File: config.mk
export PLATFORM = sky130hd
export DESIGN_NAME = i2s_out
export DESIGN_NICKNAME = d
export VERILOG_FILES = /design/src/rtl/i2s_out.sv
export SDC_FILE = /design/constraint.sdc
export NUM_CORES = 1
export LEC_CHECK = 0
export CORE_MARGIN = 1
export CORE_UTILIZATION = 48
export DETAILED_ROUTE_END_ITERATION = 7
export PLACE_DENSITY = 0.81
export REMOVE_ABC_BUFFERS = 1
export SETUP_SLACK_MARGIN = 0.4
export SKIP_CTS_REPAIR_TIMING = 1
export SLEW_MARGIN = 20
export SYNTH_ARGS = -nofsm -noshare
export SYNTH_HDL_FRONTEND = slang
export SYNTH_SLANG_ARGS = --single-unit
File: constraint.sdc
create_clock -name clock -period 2.05 [get_ports clock]
set_input_delay 0.615 -clock clock [delete_from_list [all_inputs] [get_ports clock]]
set_output_delay 0.615 -clock clock [all_outputs]
set_load 0.02 [all_outputs]
File: src/rtl/i2s_out.sv
// rtl/i2s_out.sv - I2S master transmitter for a 16-bit left/right sample pair
//
// Ports:
//   clock  in   system clock, all logic on posedge
//   reset  in   synchronous active-high reset
//   left   in   [15:0] left sample, captured only at frame start
//   right  in   [15:0] right sample, captured together with left
//   load   out  one-clock pulse when a sample pair is captured and a frame starts
//   i2s    out  [2:0] bus: [0]=bck, [1]=lrck (0=left, 1=right), [2]=data MSB first
//
// bck = clock/(2*DIVIDER); a frame is 2*SLOT bck periods. lrck and data only
// change on the clock where bck falls, so they are stable at the next rise.
module i2s_out #(
    parameter int DIVIDER = 4,
    parameter int SLOT    = 32
) (
    input  logic        clock,
    input  logic        reset,
    input  logic [15:0] left,
    input  logic [15:0] right,
    output logic        load,
    output logic [2:0]  i2s
);

    localparam int BCK      = 0;
    localparam int LRCK     = 1;
    localparam int DATA     = 2;
    localparam int SAMPLE_W = 16;

    localparam logic [7:0] CNT_MAX = 8'(DIVIDER - 1);
    localparam logic [6:0] POS_MAX = 7'(2 * SLOT - 1);
    localparam logic [6:0] SLOT_W  = 7'(SLOT);
    localparam logic [6:0] BITS_W  = 7'(SAMPLE_W);

    if (DIVIDER < 4 || DIVIDER > 255) begin : g_bad_divider
        $error("i2s_out: DIVIDER must be in 4..255");
    end
    if (SLOT < 17 || SLOT > 64) begin : g_bad_slot
        $error("i2s_out: SLOT must be in 17..64");
    end

    logic [7:0]          cnt;
    logic [6:0]          pos;
    logic                bck_q;
    logic                lrck_q;
    logic                data_q;
    logic                load_q;
    logic [SAMPLE_W-1:0] hold_l;
    logic [SAMPLE_W-1:0] hold_r;

    logic                fall;
    logic                right_slot;
    logic [6:0]          p;
    logic [3:0]          bit_idx;
    logic [SAMPLE_W-1:0] hold_ch;

    // A fall is the wrap of the divider while bck is high.
    assign fall       = (cnt == CNT_MAX) && bck_q;
    assign right_slot = (pos >= SLOT_W);
    assign p          = right_slot ? (pos - SLOT_W) : pos;
    // p=1 sends the MSB, p=16 sends bit 0; only used when p is in 1..16.
    assign bit_idx    = 4'(BITS_W - p);
    assign hold_ch    = right_slot ? hold_r : hold_l;

    always_ff @(posedge clock) begin
        if (reset) begin
            cnt    <= 8'd0;
            pos    <= 7'd0;
            bck_q  <= 1'b0;
            lrck_q <= 1'b1;
            data_q <= 1'b0;
            load_q <= 1'b0;
            hold_l <= '0;
            hold_r <= '0;
        end else begin
            load_q <= 1'b0;

            if (cnt == CNT_MAX) begin
                cnt   <= 8'd0;
                bck_q <= ~bck_q;
            end else begin
                cnt <= cnt + 8'd1;
            end

            if (fall) begin
                pos <= (pos == POS_MAX) ? 7'd0 : pos + 7'd1;

                if (p == 7'd0) begin
                    // Slot boundary: lrck leads the first data bit by one bck.
                    lrck_q <= right_slot;
                    data_q <= 1'b0;
                end else if (p <= BITS_W) begin
                    data_q <= hold_ch[bit_idx];
                end else begin
                    data_q <= 1'b0;
                end

                // Frame start; the left slot's first data bit is sent on the
                // next fall, so it already sees the freshly captured hold_l.
                if (pos == 7'd0) begin
                    hold_l <= left;
                    hold_r <= right;
                    load_q <= 1'b1;
                end
            end
        end
    end

    assign load      = load_q;
    assign i2s[BCK]  = bck_q;
    assign i2s[LRCK] = lrck_q;
    assign i2s[DATA] = data_q;

endmodule
== After elaboration in Yosys (flattened, before gate mapping) ==
Index checks and enable logic that the tools add are counted.
Word-level totals
  output and inout port bits: 4
  input bits: 34
  flip-flop bits (word level): 51
  word-level logic and storage cells: 34
Cells by class
  equality and inequality tests: 2
  add/subtract/negate cells: 4
  magnitude comparators: 3
  reduce and logical (&&, ||, !) cells: 7
  mux-type cells: 8
  bitwise gates (word level): 2
Operator list (number)
  16-bit 2-to-1 mux: 1
  7-bit zero test: 2
  7-bit 2-to-1 mux: 2
  8-bit by 1-bit adder with 8-bit output, second input constant: 1
  8-bit by 2-bit == test with 1-bit output, second input constant: 1
  7-bit by 1-bit adder with 7-bit output, second input constant: 1
  7-bit by 6-bit == test with 1-bit output, second input constant: 1
  7-bit by 6-bit greater-or-equal comparator with 1-bit output, second input constant: 1
  7-bit by 5-bit <= comparator with 1-bit output, second input constant: 1
  7-bit by 6-bit subtractor with 7-bit output, second input constant: 1
  4-bit by 5-bit < comparator with 1-bit output, second input constant: 1
  1-bit binary-select mux with 4-bit select: 1
  1-bit 2-to-1 mux: 4
  2-bit AND reduction: 2
  2-bit OR reduction: 2
  1-bit by 4-bit subtractor with 4-bit output, first input constant: 1
  1-bit NOT: 2
  1-bit logical AND: 1

== Logic depth before layout (Yosys ltp) ==
  depth after elaboration: 7
  gate-level depth with buffers: 10
  gate-level depth less buffers: 8

== Least setup slack after synthesis ==
No wires, ideal clock.
  path type: register to register
  start: reg pos[0]
  end: reg data_q
  stages on the path, launching flop included: 10
  arrival time: 2042 ps
  clock period less this slack: 2159 ps
  library setup time: 117 ps
  slack: -109 ps
  path buffers: 1
  required time: 1933 ps
  path through: dfxtp_1 > clkbuf_1 > inv_1 > ha_1 > xnor2_4 > mux4_2 > mux2i_1 > mux2i_1 > nand4b_2 > nand3_2
Between the ends
  longest elaborated chain between the ends: 7
  elaborated cells on any way between the ends: 11
  those cells by class: add/sub: 2; order compare: 2; mux: 6; reduce/logical: 1
Ends and longest elaborated chain
  start: declaration: line 43  | logic [6:0] pos;
  start signal: assignment: line 86  | pos <= (pos == POS_MAX) ? 7'd0 : pos + 7'd1;
  7-bit by 6-bit subtractor with 7-bit output or 7-bit by 6-bit greater-or-equal comparator with 1-bit output (tied branches): line 60, 59
  7-bit 2-to-1 mux: line 60  | assign p = right_slot ? (pos - SLOT_W) : pos;
  1-bit by 4-bit subtractor with 4-bit output: line 62  | assign bit_idx = 4'(BITS_W - p);
  1-bit binary-select mux with 4-bit select: line 93  | data_q <= hold_ch[bit_idx];
  1-bit 2-to-1 mux (implied by the code): line 93
  1-bit 2-to-1 mux: line 92  | end else if (p <= BITS_W) begin
  1-bit 2-to-1 mux *: line 88  | if (p == 7'd0) begin
  end signal: assignment: line 93
  end: declaration: line 46  | logic data_q;
Every way passes the cells marked *; elsewhere a longest branch is shown, timed or not. The select of a mux whose other input is x is not followed.
A chain may end at the register's enable or synchronous reset.

== Final worst setup path ==
  start: reg pos[1]
  end: reg hold_l[13]
Between the ends
  longest elaborated chain between the ends: 2
Ends and longest elaborated chain
  7-bit zero test: line 100  | if (pos == 7'd0) begin
  2-bit AND reduction (no line)
  end signal: assignment: line 101  | hold_l <= left;
  end: declaration: line 48  | logic [SAMPLE_W-1:0] hold_l;
No other way between the ends.

==> impl_metrics.env <==
export IMPL_worst_slew_pin_transition_ns=0.521
export IMPL_setup_slack_ns=0.176
export IMPL_ys_types=38
export IMPL_hpwl_mm=3.32
export IMPL_combinationalPowerShare_pct=8.1
export IMPL_wire_per_inst_um=13.0
export IMPL_rsz0062_at_grt="yes"
export IMPL_gp_congestion=0.878
export IMPL_cts_max_path_buffers=2
export IMPL_final_common_cell="nand2_1"
export IMPL_reg2reg_depth=8
export IMPL_ys_warnings_count=0
export IMPL_power_density_nw_per_um2=546
export IMPL_fill_cells=382
export IMPL_mostFrequentLayoutCells="nand2_1 (64), dfxtp_1 (47), clkdlybuf4s50_1 (33), a21oi_1 (24), nor2_1 (21)"
export IMPL_clk_pin_slew_ns=0.09
export IMPL_insertion_delay_ns=0.30
export IMPL_synth_ff_type="dfxtp_1"
export IMPL_worstPathRequired_ns=2.27
export IMPL_cap_viol_max_count=0
export IMPL_cts_buffers=5
export IMPL_ff2ff_setup_slack_ns=0.18
export IMPL_port_buffers=37
export IMPL_core_um2=4720
export IMPL_cp_arrival_ns=2.09
export IMPL_p_int_mw=1.31
export IMPL_finalWirelength_mm=4.93
export IMPL_drive_gt1_share_pct=16.9
export IMPL_yosysSeqAreaShare_pct=43.5
export IMPL_crit_end="hold_l[13]"
export IMPL_drc_errors=0
export IMPL_die_w_um=71.9
export IMPL_diodes=0
export IMPL_hold_path_class="register to register"
export IMPL_cts_root_buf="clkbuf_8"
export IMPL_ant_nets=0
export IMPL_synth_area_um2=2350
export IMPL_hold_viol_final=0
export IMPL_dr_pass1_iters=4
export IMPL_top_level_ports=38
export IMPL_fin_skew_ns=0.00826
export IMPL_gr_total_overflow=0
export IMPL_max_slew_margin_rel_pct=65.2
export IMPL_crit_cells=8
export IMPL_synthTopCellsByArea="dfxtp_1 (43%), nand2_1 (11%), a21oi_1 (6.8%)"
export IMPL_clock_fmax_mhz=534
export IMPL_rows=25
export IMPL_startpoint="pos[1]"
export IMPL_setup_violations=0
export IMPL_ir_drop_uv=495
export IMPL_syn_inst=272
export IMPL_drtIter0Drc=111
export IMPL_seqPwrFrac_pct=60.4
export IMPL_syn_avg_cell_area_um2=8.63
export IMPL_drv_slew=0
export IMPL_crit_path_max_incr_delay_ns=0.37
export IMPL_p_leak_nw=1.15
export IMPL_h_tree_depth=2
export IMPL_status="finished, final reports clean"
export IMPL_post_route_period_util_pct=91.4
export IMPL_vias=1964
export IMPL_grt_max_degree=33
export IMPL_r2r_end="hold_l[13]"
export IMPL_cp_max_fo=7
export IMPL_cp_slowest_cell="dfxtp_4"
export IMPL_switching_share_pct=21.6
export IMPL_worstReg2RegStart="pos[1]"
export IMPL_synth_edf_count=0
export IMPL_yosys_register_bits=51
export IMPL_dieArea_um2=5170
export IMPL_crit_family="simple AND/OR/NAND/NOR gates"
export IMPL_start_kind="register"
export IMPL_cp_buffers_inverters=3
export IMPL_antenna_found_initial=0
export IMPL_nets=351
export IMPL_grt_use_total_pct=18.5
export IMPL_cts_tree="built"
export IMPL_start_util_pct=49.7
export IMPL_cts_sinks=51
export IMPL_dp_slack_ns=0.0485
export IMPL_synth_top_area_share_pct=43.5
export IMPL_crit_type="register to register"
export IMPL_grt_pass1_vias=1769
export IMPL_async_reset_ff_share_pct=0
export IMPL_period_minus_slack_ns=1.87
export IMPL_vias_per_cell=5.17
export IMPL_dieHeight_um=71.9
export IMPL_area_growth_pct=30.4
export IMPL_end_kind="register"
export IMPL_power_frac_clock_pct=31.6
export IMPL_grt_pass1_wl_mm=7.48
export IMPL_yosysTopAreaCell="dfxtp_1"
export IMPL_worstPathCellList="inv_4, ha_4, buf_4, nor4b_4, and3_4, clkbuf_16, nand2_1, a21oi_1"
export IMPL_switchingPower_mw=0.360
export IMPL_finalPower_mw=1.67
synthesized netlist by cell type (2+ instances only):
library cell	instances
buf_4	7
a21o_1	2
buf_6	2
mux4_1	3
nor3_1	2
nor3b_1	2
nand3_1	13
ha_1	3
inv_1	4
a21oi_1	32
nand2_1	68
nor2_1	21
and3_1	4
dfxtp_1	51
a221oi_1	2
xnor2_1	3
clkbuf_1	10
buf_2	2
mux2i_1	11
nand4_1	3
xor2_1	10
per-layer routing:
metal  up-vias  global-route usage, %  share of wire (%)
met5         -                      0                  0
met4         0                   8.28                1.8
met3         8                   4.58                3.1
met2        39                   31.6                 49
met1       922                   22.0                 46
li1        995                      -                  -
state kept, by name (all words and copies together), names as in the netlist:
signal  cells
hold_l     16
data_q      1
bck_q       1
load        1
lrck_q      1
pos         7
hold_r     16
cnt         8
final cells by class:
class                   count  area, um2  area share, %
flip-flops and latches     51       1030           33.6
well taps                  67       83.8           2.74
multi-input cells         196       1250           41.0
inverters                   4       17.5          0.572
clock buffers               6       72.6           2.37
repair buffers             56        603           19.7
how the worst min path moves through the flow:
| stage | start | to | depth (start not counted) | slack (ns) |
|---|---|---|---|---|
| 5_1_grt | hold_r[8] | hold_r[8] | 2 | 0.48 |
| 3_5_place_dp | hold_r[2] | hold_r[2] | 2 | 0.45 |
| 6_report | hold_l[14] | hold_l[14] | 2 | 0.46 |
| 2_1_floorplan | hold_r[10] | hold_r[10] | 2 | 0.42 |
| 4_1_cts | hold_l[14] | hold_l[14] | 2 | 0.46 |
| 3_3_place_gp | hold_l[14] | hold_l[14] | 2 | 0.43 |
worst register-to-register path, stage by stage, from the launching register on:
cell and delay (ns):
dfxtp_4 0.37, inv_4 0.06, ha_4 0.15, buf_4 0.11, nor4b_4 0.32, and3_4 0.37
clkbuf_16 0.18, nand2_1 0.06, a21oi_1 0.16
stage by stage:
stage / util (%) / area, um2 / hold WS [ns] / setup TNS [ns] / instances
detailed placement: 58.9 / 2780 / 0.450 / 0 / 367
CTS: 60.4 / 2850 / 0.460 / 0 / 373
floorplan: - / 2220 / 0.421 / -2.07 / 251
global placement: 58.9 / 2780 / 0.435 / 0 / 367
finish: 64.8 / 3060 / 0.461 / 0 / 380
global route: 64.8 / 3060 / 0.479 / 0 / 380
logic make-up after synthesis:
group | after synthesis | share of synthesized area (%)
multiplexers | 15 | 9.01
flip-flops | 51 | 43.5
AO/OA/AOI/OAI | 40 | 9.54
adder cells (fa/ha/maj) | 3 | 1.60
XOR/XNOR | 14 | 6.02
buffers and inverters | 25 | 5.86
AND/OR/NAND/NOR | 124 | 24.5
power groups by stage:
stage	Sequential, mW	Clock [mW]	Combinational [mW]
global route	1.01	0.573	0.146
floorplan	1.03	0	0.0315
detailed placement	1.03	0	0.127
CTS	1.01	0.541	0.127
global placement	1.03	0	0.126
finish	1.01	0.528	0.135
Power figures use the tool's default switching activity.
